$ cat src/rtl/fica_pkg.sv
// Shared FastICA definitions: whitened-sample buffer geometry, pass counter
// width and the Z-buffer sequencer state encoding.
package fica_pkg;

    localparam int unsigned DEPTH  = 128;
    localparam int unsigned ADDR_W = 7;
    localparam int unsigned PASS_W = 8;

    typedef enum logic [2:0] {
        ZS_IDLE = 3'd0,
        ZS_LOAD = 3'd1,
        ZS_PASS = 3'd2,
        ZS_GAP  = 3'd3,
        ZS_DONE = 3'd4
    } zseq_state_t;

endpackage

$ cat src/rtl/wrap_counter.sv
// Buffer address counter with enable and synchronous clear.
// DEPTH is a power of two, so the counter wraps to 0 after DEPTH-1 on its own.
// Ports:
//   clk, rst  clock, asynchronous active-high reset
//   en        advance the address by one
//   clr       synchronous clear to 0 (dominates en)
//   cnt       current address
//   tc        terminal count, cnt == DEPTH-1
module wrap_counter #(
    parameter int unsigned DEPTH  = 128,
    parameter int unsigned ADDR_W = 7
) (
    input  logic              clk,
    input  logic              rst,
    input  logic              en,
    input  logic              clr,
    output logic [ADDR_W-1:0] cnt,
    output logic              tc
);

    logic [ADDR_W-1:0] cnt_q;
    logic [ADDR_W-1:0] cnt_d;

    always_comb begin
        cnt_d = cnt_q;
        if (clr) begin
            cnt_d = '0;
        end else if (en) begin
            cnt_d = cnt_q + ADDR_W'(1);
        end
    end

    always_ff @(posedge clk or posedge rst) begin
        if (rst) begin
            cnt_q <= '0;
        end else begin
            cnt_q <= cnt_d;
        end
    end

    assign cnt = cnt_q;
    assign tc  = (cnt_q == ADDR_W'(DEPTH - 1));

endmodule

$ cat src/rtl/zbuf_sequencer.sv
// Z1..Z4 whitened-sample buffer controller: loads one batch from the
// whitening stage, then replays it to the iteration unit once per pass until
// the programmed pass count is reached or convergence is reported.
// Ports:
//   clk, rst              clock, asynchronous active-high reset
//   start, num_passes     batch request (IDLE only) and pass count to latch
//   in_valid / in_ready   load handshake with the whitening stage
//   stream_en             iteration unit can take a sample; low pauses replay
//   converged             convergence level from the iteration unit
//   mem_we, mem_re        buffer write / read strobes (all four lanes)
//   mem_addr              buffer address
//   samp_valid, samp_last read data valid / last-address qualifier (latency 1)
//   pass_done, pass_idx   end-of-pass pulse, completed pass count
//   busy, done            not-IDLE level, end-of-batch pulse
module zbuf_sequencer
    import fica_pkg::*;
#(
    parameter int unsigned DEPTH  = fica_pkg::DEPTH,
    parameter int unsigned ADDR_W = fica_pkg::ADDR_W,
    parameter int unsigned PASS_W = fica_pkg::PASS_W
) (
    input  logic              clk,
    input  logic              rst,
    input  logic              start,
    input  logic [PASS_W-1:0] num_passes,
    input  logic              in_valid,
    output logic              in_ready,
    input  logic              stream_en,
    input  logic              converged,
    output logic              mem_we,
    output logic              mem_re,
    output logic [ADDR_W-1:0] mem_addr,
    output logic              samp_valid,
    output logic              samp_last,
    output logic              pass_done,
    output logic [PASS_W-1:0] pass_idx,
    output logic              busy,
    output logic              done
);

    localparam int unsigned CMP_W = PASS_W + 1;

    zseq_state_t       state_q, state_d;
    logic [PASS_W-1:0] npass_q, npass_d;
    logic [PASS_W-1:0] pass_idx_q, pass_idx_d;
    logic              conv_q, conv_d;
    logic              samp_valid_q, samp_valid_d;
    logic              samp_last_q, samp_last_d;

    logic              cnt_en;
    logic              cnt_clr;
    logic              cnt_tc;
    logic              last_pass;

    // One counter serves both the load and the replay address streams.
    wrap_counter #(
        .DEPTH  (DEPTH),
        .ADDR_W (ADDR_W)
    ) u_addr (
        .clk (clk),
        .rst (rst),
        .en  (cnt_en),
        .clr (cnt_clr),
        .cnt (mem_addr),
        .tc  (cnt_tc)
    );

    // Widened compare so pass_idx+1 cannot wrap at the counter maximum.
    assign last_pass = ((CMP_W'(pass_idx_q) + CMP_W'(1)) == CMP_W'(npass_q));

    // Next-state and strobe decode.
    always_comb begin
        state_d    = state_q;
        npass_d    = npass_q;
        pass_idx_d = pass_idx_q;
        conv_d     = conv_q;
        cnt_clr    = 1'b0;
        in_ready   = 1'b0;
        mem_we     = 1'b0;
        mem_re     = 1'b0;
        pass_done  = 1'b0;
        done       = 1'b0;
        busy       = (state_q != ZS_IDLE);

        case (state_q)
            ZS_IDLE: begin
                if (start) begin
                    npass_d    = num_passes;
                    pass_idx_d = '0;
                    conv_d     = 1'b0;
                    cnt_clr    = 1'b1;
                    state_d    = ZS_LOAD;
                end
            end
            ZS_LOAD: begin
                in_ready = 1'b1;
                mem_we   = in_valid;
                if (in_valid && cnt_tc) begin
                    state_d = (npass_q == '0) ? ZS_DONE : ZS_PASS;
                end
            end
            ZS_PASS: begin
                mem_re = stream_en;
                if (converged) begin
                    conv_d = 1'b1;
                end
                if (stream_en && cnt_tc) begin
                    state_d = ZS_GAP;
                end
            end
            ZS_GAP: begin
                pass_done = 1'b1;
                if (converged) begin
                    conv_d = 1'b1;
                end
                if (pass_idx_q != '1) begin
                    pass_idx_d = pass_idx_q + PASS_W'(1);
                end
                // Convergence seen in this very cycle also ends the batch.
                state_d = (last_pass || conv_q || converged) ? ZS_DONE : ZS_PASS;
            end
            ZS_DONE: begin
                done    = 1'b1;
                state_d = ZS_IDLE;
            end
            default: begin
                state_d = ZS_IDLE;
            end
        endcase

        cnt_en       = mem_we | mem_re;
        samp_valid_d = mem_re;
        samp_last_d  = mem_re & cnt_tc;
    end

    always_ff @(posedge clk or posedge rst) begin
        if (rst) begin
            state_q      <= ZS_IDLE;
            npass_q      <= '0;
            pass_idx_q   <= '0;
            conv_q       <= 1'b0;
            samp_valid_q <= 1'b0;
            samp_last_q  <= 1'b0;
        end else begin
            state_q      <= state_d;
            npass_q      <= npass_d;
            pass_idx_q   <= pass_idx_d;
            conv_q       <= conv_d;
            samp_valid_q <= samp_valid_d;
            samp_last_q  <= samp_last_d;
        end
    end

    assign samp_valid = samp_valid_q;
    assign samp_last  = samp_last_q;
    assign pass_idx   = pass_idx_q;

endmodule

$ cat config.mk
export PLATFORM = sky130hd
export DESIGN_NAME = zbuf_sequencer
export DESIGN_NICKNAME = d
export VERILOG_FILES = /design/src/rtl/fica_pkg.sv /design/src/rtl/wrap_counter.sv /design/src/rtl/zbuf_sequencer.sv
export SDC_FILE = /design/constraint.sdc
export NUM_CORES = 1
export LEC_CHECK = 0
export CAP_MARGIN = 20
export CORE_MARGIN = 4
export CORE_UTILIZATION = 37
export CTS_CLUSTER_DIAMETER = 40
export CTS_CLUSTER_SIZE = 20
export DETAILED_ROUTE_END_ITERATION = 8
export SETUP_SLACK_MARGIN = 0.02
export SLEW_MARGIN = 20
export SYNTH_ARGS = -nofsm -noshare
export SYNTH_HDL_FRONTEND = slang
export SYNTH_SLANG_ARGS = --single-unit
$ cat constraint.sdc
create_clock -name clk -period 3.7 [get_ports clk]
set_input_delay 0.555 -clock clk [delete_from_list [all_inputs] [get_ports clk]]
set_output_delay 0.555 -clock clk [all_outputs]
set_load 0.02 [all_outputs]
==> run metrics, run 1 <==
Slew Viols, Final=0; post_cts resized=0; area of the mapped netlist=1697 sq um; Setup violations, final=0; dominant cell type by area after synthesis=dfrtp_1; vias in the first global route=1346; Yosys cell types=47; Post-synth EDFFs=0; final std cells w/o fill=267; initial antenna violation count=0; yosys warns=0; via density per instance=5.539; relative slew slack=61.47%; outcome=finished clean; Yosys top cell area share=42.77%; final worst-path cycle share=72.44%; Die X=75.72 microns; core area=4384 sq um; share of layout cells above drive strength 1=6.047%; GRT Util Overall=15.38%; Clock transition at path regs=60 ps; Max Freq=373.1 MHz; Post-Syn Nets=197; CP Launch Point=state_q[1]; Final Hold Viols=0; root buffer cell=clkbuf_8; Crit Path Class=register to output pin; Hold Path Class=register to register; Leak=0.0009313 uW; Inst Count DP=259; CP Launch Type=register; sequential share of the synthesized area=42.77%; RSZ-0062 raised after global routing=false; Setup crit end kind=output pin; IO Count=37; Final nets=230; total grt overflow=0; Mean Syn Cell Area=9.374 sq um; TritonCTS clock tree=built; Arr. time, crit path=2130 ps; Syn Inst Count=181; Crit path required time=3140 ps; ANT nets after route=0; min cycle time layout=2680 ps; clk_skew=8.237 ps; worst skew pair latency=280 ps; hold buffers post-CTS=0; die area=5733 sq um; Synth area leaders=dfrtp_1, mux2_1, xor2_1; initial DRC count=157; final setup TNS=0 ps; first-pass GRT wire length=6.603 mm; postcts setup bufs=0; chip height=75.72 microns; min-delay src=npass_q[5]; clock tree sinks=29; Power Density=705.4 nW/um^2; FP Rows=24; Least-Margin Pin Slew=577.4 ps; Detailed Place HPWL=3.000 mm; # fillers=418; ys async rst share=100.0%; worst vdd ir=315.4 uV; H-tree Lvls=2; clock buffer depth=2; prevailing post-synth register cell=dfrtp_1; largest net degree at the start of global routing=20; area grow syn2layout=30.31%; final WL=4.010 mm; diodes inserted=0; length of the first detailed-routing pass in iterations=4; Crit Path Max Fanout=14; reg2reg start=pass_idx[0]; number of CTS-inserted buffers=5; Max-Cap Viols=0; Final Wtd Congestion=0.9071; Post-route DRC=0; I/O Buffers=36; Synth Register Bits=29; initial core utilization=38.70%; WL/cell=15.02 microns; DR vias=1479
==> stage by stage <==
stage / util, % / worst slack, ps / power [uW] / hold slack (ps) / cell area, sq um
floorplan: - / 1822 / 1006 / 496.8 / 1697
global placement: 47.15 / 1173 / 1201 / 520.9 / 2067
detailed placement: 47.77 / 1125 / 1231 / 532.1 / 2095
CTS: 50.43 / 1003 / 1572 / 545.9 / 2211
global route: 50.43 / 879.8 / 1666 / 557.1 / 2211
finish: 50.43 / 1020 / 1560 / 543.7 / 2211
==> final cells by class <==
type | instances | area, sq um | share of cell area [%]
repair buffers | 37 | 387.9 | 17.54
flip-flops and latches | 29 | 725.7 | 32.82
inverters | 10 | 37.54 | 1.698
clock buffers | 7 | 86.33 | 3.905
clock inverters | 1 | 30.03 | 1.358
multi-input cells | 131 | 878.3 | 39.73
well taps | 52 | 65.06 | 2.943
==> worst paths after layout <==
check | cells past startpoint | end | slack, ps
setup / recovery | 3 | pass_done | 1020
hold / removal | 1 | npass_q[5] | 540
setup reg to reg | 6 | pass_idx[5] | 1680
hold reg to reg | 1 | npass_q[5] | 540
max in group asynchronous | 3 | pass_idx[2] | 2580
min in group asynchronous | 2 | u_addr.cnt[4] | 630
==> placed cells by master, fill, tap and decap left out, types with 3 or more instances in the layout <==
cell and instances:
clkdlybuf4s50_1 36, nand2_1 14, xor2_1 8, mux2_1 7, o31ai_1 4, nor2_1 14
nand4_1 3, o21ai_1 11, clkbuf_8 6, xnor2_1 5, nand3_1 5, nor3_1 3
dfrtp_1 29, a31oi_1 4, nor4_1 4, a21oi_1 9, inv_1 10, and3_1 5
==> report_power, final <==
group          total, uW  switching (uW)  leakage (uW)  internal, uW
clock                335             116     0.0000585           219
sequential           552             140      0.000378           411
combinational        673             349      0.000495           324
==> synth_stat cells, types with 2 or more instances <==
master,n
a21oi_1,9
a31oi_1,4
and2_1,2
and3_1,5
buf_2,8
clkbuf_1,2
dfrtp_1,29
ha_1,2
inv_1,10
mux2_1,7
nand2_1,14
nand3_1,5
nand3b_1,2
nand4_1,3
nand4bb_1,2
nor2_1,14
nor3_1,3
nor4_1,4
o2111ai_1,2
o21ai_0,2
o21ai_1,11
o31ai_1,4
or3_1,2
xnor2_1,5
xor2_1,8
==> worst max-delay path, cell delays in order, from the launching register on <==
cell             delay, ps
dfrtp_1                610
nand3b_1               370
inv_1                  230
clkdlybuf4s50_1        630
==> kinds of logic after synthesis <==
| logic type | count (synthesis) | share of synthesized area, % |
|---|---|---|
| xor+xnor | 13 | 6.711 |
| mux | 8 | 5.236 |
| simple gates | 66 | 22.34 |
| compound gates | 42 | 16.00 |
| fa+ha+maj | 2 | 1.475 |
| buf+inv | 21 | 5.458 |
| flops | 29 | 42.77 |
==> metal layers <==
layer | GRT usage [%] | routed length [microns]
met1 | 22.15 | 1910
met2 | 22.05 | 1814
met3 | 4.749 | 243
met4 | 4.854 | 42
met5 | 0 | 0
==> state kept, by name, indices dropped and copies added, names as in the netlist <==
register,count
samp_valid,1
conv_q,1
u_addr.cnt,7
pass_idx,8
samp_last,1
npass_q,8
state_q,3
No activity file was read; power rests on OpenSTA's default activity.
==> run 2: changes to the inputs <==
==> constraint.sdc (replaced) <==
create_clock -name clk -period 2.4 [get_ports clk]
set_input_delay 0.36 -clock clk [delete_from_list [all_inputs] [get_ports clk]]
set_output_delay 0.36 -clock clk [all_outputs]
set_load 0.02 [all_outputs]
==> run 2 against run 1 <==
Setup slack lost 870 ps. Count of clock-buffer cells in the layout did not move. Routed wire length increased by 2.3%. Worst hold slack worse by 100 ps. Largest cell class unchanged. Non-clock buffer count is 2 higher. Sequential power increased by 55%. Global-route usage decreased by 0.32 points. Die area unchanged. Largest power group unchanged. Sequential share of layout area is 0.11 points higher. Via count grew 0.88%. Critical path depth unchanged.
==> run metrics, run 2 (synthesized netlist as in run 1, its figures left out) <==
chip height=75.72 microns (unchanged); Crit Path Class=register to output pin; clk_skew=7.621 ps (-0.6159 ps); Setup crit end kind=output pin; Least-Margin Pin Slew=451.7 ps (-125.7 ps); clock tree sinks=29 (unchanged); Final Hold Viols=0 (unchanged); final std cells w/o fill=269 (+0.75%); initial DRC count=177 (+13%); share of layout cells above drive strength 1=7.373% (+1.3 points); ANT nets after route=0 (unchanged); Setup violations, final=0 (unchanged); number of CTS-inserted buffers=5 (unchanged); FP Rows=24 (unchanged); total grt overflow=0 (unchanged); Die X=75.72 microns (unchanged); CP Launch Type=register; Clock transition at path regs=70 ps (about the same); commonest non-fill, non-tap cell in the layout=clkdlybuf4s50_1; WL/cell=15.25 microns (+1.5%); Max-Cap Viols=0 (unchanged); initial core utilization=38.70% (unchanged); diodes inserted=0 (unchanged); largest net degree at the start of global routing=30 (+50%); Arr. time, crit path=1890 ps (-240 ps); Hold Path Class=input pin to asynchronous set/reset pin; sequential share of power=35.1% (-0.3 points); switching share of total power=38.92% (+0.13 points); outcome=finished clean; I/O Buffers=36 (unchanged); Leak=0.0009318 uW (about the same); initial antenna violation count=0 (unchanged); via density per instance=5.546 (+0.13%); die area=5733 sq um (unchanged); hold buffers post-CTS=0 (unchanged); GRT Util Overall=15.06% (-0.32 points); Max Freq=443.9 MHz; H-tree Lvls=2 (unchanged); final WL=4.102 mm (+2.3%); Crit Path Max Fanout=11 (-3); Slew Viols, Final=0 (unchanged); clock buffer depth=2 (unchanged); length of the first detailed-routing pass in iterations=4 (unchanged); RSZ-0062 raised after global routing=false; area grow syn2layout=30.09%; crit-path max cell delay=620 ps (about the same); root buffer cell=clkbuf_8; first-pass GRT wire length=6.548 mm (-0.83%); final worst-path cycle share=93.86%; Psw=947.4 uW (+57%); DR vias=1492 (+0.88%); Final nets=232 (+0.87%); CP Cell Sequence=nand4bb_1 > inv_1 > clkdlybuf4s50_1; R2R depth=6 (unchanged); Clk pwr share=21.8% (+0.3 points); Inst Count DP=261 (+0.77%); Internal Power=1487 uW (+56%); IO Count=37 (unchanged); worst skew pair latency=290 ps (about the same); final setup TNS=0 ps (unchanged); Critical-path top delay cell=clkdlybuf4s50_1; postcts setup bufs=0 (unchanged); most frequent cells in the layout=clkdlybuf4s50_1, dfrtp_1, nor2_1, nand2_1, o21ai_1; Worst Slack Setup Final=147.5 ps (-872.1 ps); TritonCTS clock tree=built; post-place setup slack=181.3 ps (-943.6 ps); relative slew slack=69.61% (+8.1 points); min cycle time layout=2253 ps; Detailed Place HPWL=2.985 mm (-0.53%); Crit path required time=2040 ps (-1100 ps); Power Density=1103 nW/um^2 (+56%); Final Wtd Congestion=0.9089 (+0.20%); combinational group share of total power=43.1% (about the same); worst vdd ir=587.7 uV (+86%); vias in the first global route=1429 (+6.2%); Post-route DRC=0 (unchanged); core area=4384 sq um (unchanged)
run 2: cell count changes in the layout (fill, tap and decap cells not counted), sizes merged:
cell and change:
buf +2
run 2: final cells by class:
class | count | area (sq um)
fillers | 415 | 2177
clock buffers | 7 | 86.33
flip-flops and latches | 29 | 726.9
inverters | 10 | 37.54
repair buffers | 39 | 382.9
well taps | 52 | 65.06
clock inverters | 1 | 30.03
multi-input cells | 131 | 878.3
run 2: per-stage QoR:
stage / util, % / power (uW) / hold WS [ps] / area [sq um]
after floorplan: - / 1551 / 438.1 / 1697
after global placement: 47.66 / 1878 / 523.9 / 2090
after detailed placement: 47.66 / 1912 / 531.1 / 2090
after CTS: 50.31 / 2449 / 456.6 / 2206
after global routing: 50.34 / 2586 / 497.3 / 2207
final: 50.34 / 2434 / 440.0 / 2207
run 2: critical path, delay by kind of cell, from the launching register on:
family	cells	cell delay (ps)
flops	1	500
buf+inv	2	750
simple gates	1	360
run 2: path summary, 6_finish.rpt:
kind | from | endpoint | slack [ps]
hold / removal | rst | samp_valid | 440
max in group asynchronous | rst | state_q[1] | 1670
hold reg to reg | conv_q | conv_q | 540
setup reg to reg | pass_idx[0] | state_q[1] | 400
min in group clk | conv_q | conv_q | 540
setup / recovery | state_q[0] | mem_re | 150
run 2: power by group through the flow:
stage,Combinational (uW),Sequential [uW],Clock [uW]
2_1_floorplan,742,810,0
3_3_place_gp,1030,851,0
3_5_place_dp,1050,860,0
4_1_cts,1060,852,539
5_1_grt,1140,887,558
6_report,1050,853,531
run 2: timing repair:
action | 4_1_cts | 5_1_grt
setup endpoints to repair | 0 | 1
endpoints found under the hold margin | 0 | 0
resized for setup | 0 | 1
run 2: metal layers:
layer | track usage (%) | routed length, microns
met1 | 20.35 | 1891
met2 | 23.20 | 1920
met3 | 3.826 | 219
met4 | 5.825 | 71
met5 | 0 | 0
==> run 3: changes to the inputs <==
--- a/config.mk
+++ b/config.mk
@@ -11,6 +11,7 @@
 export CTS_CLUSTER_DIAMETER = 40
 export CTS_CLUSTER_SIZE = 20
 export DETAILED_ROUTE_END_ITERATION = 8
+export MAX_ROUTING_LAYER = met4
 export SETUP_SLACK_MARGIN = 0.02
 export SLEW_MARGIN = 20
 export SYNTH_ARGS = -nofsm -noshare
==> run 3 against run 2 <==
Power hardly changed. Combinational power hardly changed. Worst hold slack worse by 1.5 ps. First-iteration DRC count is 11% lower. Non-clock buffer count stayed put. Routed wire length is 0.34% lower. Core utilization stayed put. Die area stayed put. Sequential share of layout area stayed put.
==> run metrics, run 3 (synthesized netlist as in run 1, its figures left out) <==
RSZ-0062 raised after global routing=false; hold buffers post-CTS=0 (unchanged); Crit path required time=2040 ps (about the same); WL/cell=15.20 microns (-0.34%); Post-route DRC=0 (unchanged); via density per instance=5.532 (-0.27%); postcts setup bufs=0 (unchanged); final worst-path cycle share=94.62% (+0.77 points); worst vdd ir=495.2 uV (-16%); final setup TNS=0 ps (unchanged); diodes inserted=0 (unchanged); Register Area=726.9 sq um (unchanged); Critical-path top delay cell=clkdlybuf4s50_1; FP Rows=24 (unchanged); GRT Util Overall=15.94% (+0.87 points); Hold Path Class=input pin to asynchronous set/reset pin; IO Count=37 (unchanged); chip height=75.72 microns (unchanged); outcome=finished clean; relative slew slack=72.24% (+2.6 points); length of the first detailed-routing pass in iterations=4 (unchanged); crit-path max cell delay=610 ps (about the same); clk_skew=8.215 ps (+0.5944 ps); Setup crit end kind=output pin; CP Launch Type=register; worst skew pair latency=280 ps (about the same); Crit Path Class=register to output pin; ANT nets after route=0 (unchanged); Final Hold Viols=0 (unchanged); Final nets=232 (unchanged); root buffer cell=clkbuf_8; DR vias=1488 (-0.27%); Slew Viols, Final=0 (unchanged); Final Wtd Congestion=0.9189 (+1.1%); I/O Buffers=36 (unchanged); number of CTS-inserted buffers=5 (unchanged); min cycle time layout=2271 ps (+18.41 ps); area grow syn2layout=30.09% (unchanged); final WL=4.088 mm (-0.34%); vias in the first global route=1430 (+0.070%); # fillers=417 (+0.48%); Detailed Place HPWL=2.995 mm (+0.36%); initial core utilization=38.70% (unchanged); first-pass GRT wire length=6.720 mm (+2.6%); area of the multi-input gates=878.3 sq um (unchanged); commonest non-fill, non-tap cell in the layout=clkdlybuf4s50_1; Die X=75.72 microns (unchanged); clock tree sinks=29 (unchanged); total grt overflow=0 (unchanged); cell family with most CP delay=buffers and inverters; Max Freq=440.3 MHz (-0.81%); most frequent cells in the layout=clkdlybuf4s50_1, dfrtp_1, nor2_1, nand2_1, o21ai_1; Setup violations, final=0 (unchanged); clock buffer depth=2 (unchanged); initial DRC count=158 (-11%); CP Cell Sequence=nand4bb_1 > inv_1 > clkdlybuf4s50_1; initial antenna violation count=0 (unchanged); Max-Cap Viols=0 (unchanged); Crit Path Max Fanout=11 (unchanged); crit path buf inv count=2 (unchanged); share of layout cells above drive strength 1=7.373% (unchanged); Least-Margin Pin Slew=412.6 ps (-39.08 ps); Power Density=1103 nW/um^2 (about the same); core area=4384 sq um (unchanged); Arr. time, crit path=1910 ps (+20 ps); largest net degree at the start of global routing=30 (unchanged); total power=2434 uW (about the same); TritonCTS clock tree=built; Clock transition at path regs=70 ps (about the same); Leak=0.0009318 uW (unchanged); die area=5733 sq um (unchanged); H-tree Lvls=2 (unchanged)
[run 3: cell counts in the layout (fill, tap and decap cells not counted)]
Identical to the previous run, type by type.
[run 3: per-layer routing]
| layer | part of all wire [%] | global-route usage [%] | vias up |
|---|---|---|---|
| li1 | - | - | 724 |
| met1 | 47 | 21.61 | 714 |
| met2 | 46 | 23.30 | 44 |
| met3 | 5.5 | 4.354 | 6 |
| met4 | 1.5 | 4.660 | 0 |
| met5 | 0 | - | - |
[run 3: report_power, final]
part | internal, uW | switching, uW | leakage, uW
clock network | 338 | 195 | 0.0000585
registers | 636 | 219 | 0.000377
logic | 512 | 533 | 0.000497
total | 1490 | 948 | 0.000932
[run 3: worst min-delay path: stages]
cell	delay, ps
clkdlybuf4s50_1	390
inv_1	50
buf_4	340
[run 3: what timing repair did]
action | 4_1_cts | 5_1_grt
setup endpoints to repair | 0 | 2
endpoints found under the hold margin | 0 | 0
resized for setup | 0 | 1
[run 3: per-stage QoR]
step	hold slack, ps	instance area (sq um)	utilization, %	instances	worst slack [ps]
after floorplan	438.1	1697	-	181	522.4
after CTS	457.2	2206	50.31	269	59.52
after global placement	523.0	2090	47.66	261	265.9
final	438.5	2207	50.34	269	129.1
after detailed placement	532.8	2090	47.66	261	201.0
after global routing	480.2	2207	50.34	269	31.44
[run 3: final timing paths]
path / from / endpoint / slack (ps) / cells after the start
worst min-delay path: rst / u_addr.cnt[6] / 440 / 3
max in group asynchronous: rst / state_q[1] / 1670 / 3
worst max register to register: pass_idx[0] / pass_idx[3] / 400 / 6
worst min register to register: npass_q[5] / npass_q[5] / 550 / 1
worst max-delay path: state_q[0] / mem_re / 130 / 3
min in group clk: npass_q[5] / npass_q[5] / 550 / 1
[run 3: cell type report]
class                           count  share of cell area [%]
Clock inverter                      1                   1.361
Multi-Input combinational cell    131                   39.80
Tap cell                           52                   2.948
Sequential cell                    29                   32.94
Timing Repair Buffer               39                   17.35
Inverter                           10                   1.701
Clock buffer                        7                   3.912
